## src/rtl/seq_det_pkg.sv

```systemverilog
// Shared constants, mode encoding and length clamping for the programmable
// serial pattern detector.
package seq_det_pkg;

    typedef enum logic {
        MODE_NONOVERLAP = 1'b0,
        MODE_OVERLAP    = 1'b1
    } mode_e;

    localparam int         DEF_MAX_LEN_C = 8;
    localparam int         DEF_CNT_W_C   = 8;
    localparam logic [7:0] DEF_PATTERN_C = 8'b0000_1011;
    localparam int         DEF_LEN_C     = 4;
    localparam bit         DEF_OVERLAP_C = 1'b1;

    // A zero or oversized length means "use the whole history window".
    function automatic int clamp_len(input int len, input int max_len);
        return (len <= 0 || len > max_len) ? max_len : len;
    endfunction

endpackage

```

## src/rtl/sat_counter.sv

```systemverilog
// Saturating up-counter with synchronous clear and a sticky flag raised when
// an increment arrives while the count is already all-ones.
module sat_counter #(
    parameter int WIDTH = 8
) (
    input  logic             clk,
    input  logic             rst,
    input  logic             clr_i,
    input  logic             inc_i,
    output logic [WIDTH-1:0] count_o,
    output logic             sat_o
);

    logic [WIDTH-1:0] count_q, count_d;
    logic             sat_q, sat_d;

    always_comb begin
        count_d = count_q;
        sat_d   = sat_q;
        if (clr_i) begin
            count_d = '0;
            sat_d   = 1'b0;
        end else if (inc_i) begin
            if (&count_q) sat_d = 1'b1;
            else          count_d = count_q + WIDTH'(1);
        end
    end

    // NOTE: state registers use non-blocking assignments so every flop samples
    // pre-edge values regardless of block ordering.
    always_ff @(posedge clk or posedge rst) begin
        if (rst) begin
            count_q <= '0;
            sat_q   <= 1'b0;
        end else begin
            count_q <= count_d;
            sat_q   <= sat_d;
        end
    end

    assign count_o = count_q;
    assign sat_o   = sat_q;

endmodule

```

## src/rtl/seq_detector_prog.sv

```systemverilog
// Programmable serial pattern detector: shifts qualified bits into a history
// window and pulses detected when the low len bits equal the loaded pattern.
module seq_detector_prog
    import seq_det_pkg::*;
#(
    parameter int                 MAX_LEN     = DEF_MAX_LEN_C,
    parameter int                 CNT_W       = DEF_CNT_W_C,
    parameter logic [MAX_LEN-1:0] DEF_PATTERN = MAX_LEN'(DEF_PATTERN_C),
    parameter int                 DEF_LEN     = DEF_LEN_C,
    parameter bit                 DEF_OVERLAP = DEF_OVERLAP_C,
    localparam int                LEN_W       = $clog2(MAX_LEN + 1)
) (
    input  logic               clk,
    input  logic               rst,
    input  logic               in_valid,
    input  logic               in_bit,
    input  logic               cfg_load,
    input  logic [MAX_LEN-1:0] cfg_pattern,
    input  logic [LEN_W-1:0]   cfg_len,
    input  logic               cfg_overlap,
    output logic               detected,
    output logic [CNT_W-1:0]   match_count,
    output logic               count_sat
);

    localparam logic [LEN_W-1:0] MAX_LEN_W   = LEN_W'(MAX_LEN);
    localparam logic [LEN_W-1:0] RST_LEN     = LEN_W'(clamp_len(DEF_LEN, MAX_LEN));
    localparam mode_e            RST_MODE    = DEF_OVERLAP ? MODE_OVERLAP : MODE_NONOVERLAP;

    logic [MAX_LEN-1:0] hist_q, hist_d;
    logic [MAX_LEN-1:0] pat_q, pat_d;
    logic [LEN_W-1:0]   fill_q, fill_d, fill_inc;
    logic [LEN_W-1:0]   len_q, len_d, cfg_len_clamped;
    mode_e              mode_q, mode_d;
    logic               det_q, det_d;
    logic               match;
    logic [MAX_LEN-1:0] len_mask;

    assign cfg_len_clamped = LEN_W'(clamp_len(int'(cfg_len), MAX_LEN));

    always_comb begin
        len_mask = '0;
        for (int i = 0; i < MAX_LEN; i++) len_mask[i] = (LEN_W'(i) < len_q);
    end

    // NOTE: every output of this block gets a default first, so no path can
    // leave a signal unassigned and infer a latch.
    always_comb begin
        hist_d   = hist_q;
        pat_d    = pat_q;
        len_d    = len_q;
        mode_d   = mode_q;
        fill_d   = fill_q;
        fill_inc = fill_q;
        det_d    = 1'b0;
        match    = 1'b0;
        if (cfg_load) begin
            pat_d  = cfg_pattern;
            len_d  = cfg_len_clamped;
            mode_d = mode_e'(cfg_overlap);
            fill_d = '0;
        end else if (in_valid) begin
            hist_d = {hist_q[MAX_LEN-2:0], in_bit};
            if (fill_q != MAX_LEN_W) fill_inc = fill_q + LEN_W'(1);
            match  = (fill_inc >= len_q) && (((hist_d ^ pat_q) & len_mask) == '0);
            det_d  = match;
            fill_d = (match && mode_q == MODE_NONOVERLAP) ? '0 : fill_inc;
        end
    end

    always_ff @(posedge clk or posedge rst) begin
        if (rst) begin
            hist_q <= '0;
            fill_q <= '0;
            pat_q  <= DEF_PATTERN;
            len_q  <= RST_LEN;
            mode_q <= RST_MODE;
            det_q  <= 1'b0;
        end else begin
            hist_q <= hist_d;
            fill_q <= fill_d;
            pat_q  <= pat_d;
            len_q  <= len_d;
            mode_q <= mode_d;
            det_q  <= det_d;
        end
    end

    sat_counter #(
        .WIDTH (CNT_W)
    ) u_match_cnt (
        .clk     (clk),
        .rst     (rst),
        .clr_i   (cfg_load),
        .inc_i   (match),
        .count_o (match_count),
        .sat_o   (count_sat)
    );

    assign detected = det_q;

endmodule

```

## config.mk

```make
export PLATFORM = sky130hd
export DESIGN_NAME = seq_detector_prog
export DESIGN_NICKNAME = d
export VERILOG_FILES = /design/src/rtl/seq_det_pkg.sv /design/src/rtl/sat_counter.sv /design/src/rtl/seq_detector_prog.sv
export SDC_FILE = /design/constraint.sdc
export NUM_CORES = 1
export LEC_CHECK = 0
export ABC_AREA = 0
export CAP_MARGIN = 20
export CELL_PAD_IN_SITES_DETAIL_PLACEMENT = 0
export CELL_PAD_IN_SITES_GLOBAL_PLACEMENT = 1
export CORE_MARGIN = 5
export CORE_UTILIZATION = 30
export CTS_BUF_LIST = sky130_fd_sc_hd__clkbuf_4 sky130_fd_sc_hd__clkbuf_8
export CTS_CLUSTER_SIZE = 28
export DETAILED_ROUTE_END_ITERATION = 10
export GPL_TIMING_DRIVEN = 0
export PLACE_DENSITY_LB_ADDON = 0.1
export RECOVER_POWER = 100
export REMOVE_ABC_BUFFERS = 1
export SYNTH_ARGS = -nofsm -noshare
export SYNTH_HDL_FRONTEND = slang
export SYNTH_SLANG_ARGS = --single-unit
```

## constraint.sdc

```tcl
create_clock -name clk -period 3.9 [get_ports clk]
set_input_delay 0.39 -clock clk [delete_from_list [all_inputs] [get_ports clk]]
set_output_delay 0.39 -clock clk [all_outputs]
set_load 0.02 [all_outputs]
```

==> summary.md <==
| Metric | Value |
|---|---|
| Starting density of the core | 30.3% |
| Commonest cells after routing, fill and taps aside | 29 x sky130_fd_sc_hd__dfrtp_1, 28 x sky130_fd_sc_hd__nand2_1, 15 x sky130_fd_sc_hd__clkdlybuf4s50_1 |
| Final count of pins violating max slew | 0 |
| CTS tree | built |
| Yosys synthesis warning count | 0 |
| First-pass GRT wire length | 6950 um |
| Net switching component of the power | 228 uW |
| Vias/cell | 4.75 |
| Measured slew at the worst slew-check pin | 1.10 ns |
| Hold buffer count at CTS | 0 |
| Switching part of the total power | 27.8% |
| Initial antenna violation count | 0 |
| Register share of total power | 50.4% |
| Register cell area after layout | 857 sq um |
| Total core area | 5850 sq um |
| Overall die area | 7560 sq um |
| Ratio of final minimum period to clock period | 81.7% |
| Max clock buf depth | 2 |
| Post-synthesis simple-gate area fraction | 18.0% |
| HPWL after detailed placement | 2880 um |
| Rows | 28 |
| Leakage | 0.000926 uW |
| Post-Synthesis Cell Area | 1780 sq um |
| Antenna viol nets, final | 0 |
| Inserted Clock Buffers | 5 |
| Post-synthesis adder-cell area fraction | 4.93% |
| Total via count after detailed routing | 1324 |
| Fraction of registers with async set/reset | 100% |
| GR Overflow Total | 0 |
| Root Buffer | sky130_fd_sc_hd__clkbuf_8 |
| Worst hold path class | flip-flop to flip-flop |
| Global-route met3 utilization | 3.60% |
| P_int | 593 uW |
| Setup repair after global routing missed its margin | false |
| Compound-Gate Fraction of Synth Area | 12.4% |
| Most frequently used flop master after synthesis | sky130_fd_sc_hd__dfrtp_1 |
| Data required, critical path | 4.10 ns |
| Area growth from synthesis to layout | 23.6% |
| Outcome | completed |
| Number of distinct library cells after synthesis | 37 |
| Via count of the first global-routing pass | 1434 |
| Clock group share of total power | 33.4% |
| Fraction of layout instances using a drive strength above 1 | 9.80% |
| First-pass iteration count of the detailed router | 4 |
| Largest family of logic cells by synthesized area | simple AND/OR/NAND/NOR gates |
| Worst EP arrival | 3.39 ns |
| Xor and xnor area share after synthesis | 5.43% |
| Die outline height | 86.9 um |
| Die span in x | 86.9 um |
| Hold Path Depth | 2 |
| Setup repair bufs after CTS | 0 |
| PostCTS Resize Cnt | 0 |
| Relative max-transition margin | 26.8% |
| Filler Cell Count | 606 |
| Type of element capturing the critical path | flip-flop |
| Total routed wirelength | 3890 um |
| Met1 GRT Util | 15.0% |
| # Max-Cap Violations | 0 |
| Synth Area per Inst | 10.2 sq um |
| Area of combinational cells with multiple inputs | 830 sq um |
| Most Used Layer, Global Route | met2 |
| Largest vdd supply drop | 0.000118 V |
| Clock latency of the later-clocked register in the worst-skew pair | 0.29 ns |
| Count of boundary I/O pins | 28 |
| Routed wire per std cell | 13.9 um |
| Worst reg2reg path depth | 12 |
| Post-synthesis cell count | 174 |
| Combinational share of power | 16.1% |
| Global-route met2 utilization | 19.0% |
| Part of the Yosys area used for sequential elements | 48.3% |
| Setup TNS | 0 ns |
| Total power | 821 uW |
| Maximum number of pins on one net before global-route repair | 28 |
| Type of origin of the critical path | flip-flop |
| Number of remaining DRC errors | 0 |
| Number of nets in the final layout | 228 |
| Layout Utilization | 37.5% |
| Max H-tree Level | 2 |
| Crit path time final | 3.19 ns |
| Peak Freq | 314 MHz |
| Critical path fanouts, max | 14 |
| Final Wtd Congestion | 0.762 |
| Clock slew seen by the registers of the worst setup and hold paths | 0.07 ns |
| Most common library cell in the layout ignoring fill and taps | sky130_fd_sc_hd__dfrtp_1 |
| EDFF count, synth | 0 |
| Finish-stage setup viols | 0 |
| Antenna diode instance count | 0 |
| Overall track demand over capacity in global routing | 11.9% |
| Crit path kind | flip-flop to flip-flop |
| Register bit count reported by yosys | 34 |
| Final hold violation count | 0 |
| Count of buffers from port buffering | 27 |
| Initial DRC Count | 18 |
| CTS sink cnt | 34 |
| PD cells | 374 nW/um^2 |
| Mux contribution to synthesized area | 6.27% |
| Setup clock skew after layout | 0.00485 ns |
[cells by family (layout without fill, tap and decap cells)]
kind of cell,Yosys count,count (layout)
fa+ha+maj,7,7
mux,10,10
xor+xnor,11,11
simple gates,60,60
flops,34,34
buf+inv,18,48
compound gates,34,34
[cell type report]
class,count,area share (%)
Multi-Input combinational cell,122,37.8
Clock inverter,2,0.570
Clock buffer,6,3.76
Sequential cell,34,39.1
Timing Repair Buffer,29,12.7
Inverter,11,1.88
Tap cell,75,4.28
[critical path: stages (launching register included)]
cell                        delay, ns
sky130_fd_sc_hd__dfrtp_1         0.42
sky130_fd_sc_hd__inv_1           0.10
sky130_fd_sc_hd__ha_1            0.16
sky130_fd_sc_hd__nand2_1         0.07
sky130_fd_sc_hd__nor2_1          0.13
sky130_fd_sc_hd__xnor2_1         0.11
sky130_fd_sc_hd__ha_1            0.28
sky130_fd_sc_hd__nand2b_1        0.09
sky130_fd_sc_hd__a2111oi_0       0.14
sky130_fd_sc_hd__nor4_4          0.32
sky130_fd_sc_hd__nand4_1         0.50
sky130_fd_sc_hd__or4_1           0.64
sky130_fd_sc_hd__a21oi_1         0.15
[routing by layer]
| layer | vias up | routed length [um] | share of wire, % |
|---|---|---|---|
| met3 | 9 | 181 | 4.7 |
| met5 | - | 0 | 0 |
| met1 | 630 | 1770 | 45 |
| li1 | 660 | - | - |
| met4 | 0 | 60 | 1.5 |
| met2 | 25 | 1880 | 48 |
[path summary, 6_finish.rpt]
path	startpoint	end	slack, ns
max	fill_q[0]	u_match_cnt.count_o[7]	0.71
min	hist_q[6]	hist_q[6]	0.50
max reg2reg	fill_q[0]	u_match_cnt.count_o[7]	0.71
min reg2reg	hist_q[6]	hist_q[6]	0.50
max in group asynchronous	rst	fill_q[0]	1.90
min in group asynchronous	rst	u_match_cnt.count_o[0]	0.59
[cell usage after synthesis (3+ instances only)]
master / number / area, sq um
sky130_fd_sc_hd__a32o_1: 3 / 30.0
sky130_fd_sc_hd__o31ai_1: 3 / 22.5
sky130_fd_sc_hd__xnor2_1: 9 / 78.8
sky130_fd_sc_hd__a21oi_1: 8 / 40.0
sky130_fd_sc_hd__mux2_1: 6 / 67.6
sky130_fd_sc_hd__inv_1: 11 / 41.3
sky130_fd_sc_hd__o22ai_1: 3 / 18.8
sky130_fd_sc_hd__nor2_1: 7 / 26.3
sky130_fd_sc_hd__o21ai_0: 6 / 30.0
sky130_fd_sc_hd__dfstp_2: 5 / 131
sky130_fd_sc_hd__or3_1: 5 / 31.3
sky130_fd_sc_hd__o21ai_1: 5 / 25.0
sky130_fd_sc_hd__ha_1: 7 / 87.6
sky130_fd_sc_hd__nand3_1: 5 / 25.0
sky130_fd_sc_hd__nand2_1: 28 / 105
sky130_fd_sc_hd__clkbuf_1: 5 / 18.8
sky130_fd_sc_hd__dfrtp_1: 29 / 726
sky130_fd_sc_hd__mux2_2: 3 / 33.8
[state kept, by name (all words and copies together), names as in the netlist]
name,count
u_match_cnt.sat_o,1
detected,1
fill_q,4
pat_q,8
mode_q,1
hist_q,7
u_match_cnt.count_o,8
len_q,4
[power by group through the flow]
stage / Sequential, uW / Combinational (uW) / Clock (uW)
after detailed placement: 421 / 140 / 0
after global routing: 419 / 151 / 298
final: 414 / 133 / 274
after floorplan: 415 / 91.5 / 0
after CTS: 415 / 141 / 290
after global placement: 420 / 135 / 0
[through the flow]
| stage | hold slack (ns) | cells | worst slack (ns) | area [sq um] |
|---|---|---|---|---|
| final | 0.500 | 279 | 0.714 | 2190 |
| after global routing | 0.543 | 279 | 0.315 | 2190 |
| after floorplan | 0.453 | 167 | 1.25 | 1730 |
| after detailed placement | 0.491 | 270 | 0.908 | 2130 |
| after global placement | 0.491 | 269 | 0.956 | 2100 |
| after CTS | 0.507 | 278 | 0.871 | 2220 |
(Power assumes the default switching activity.)
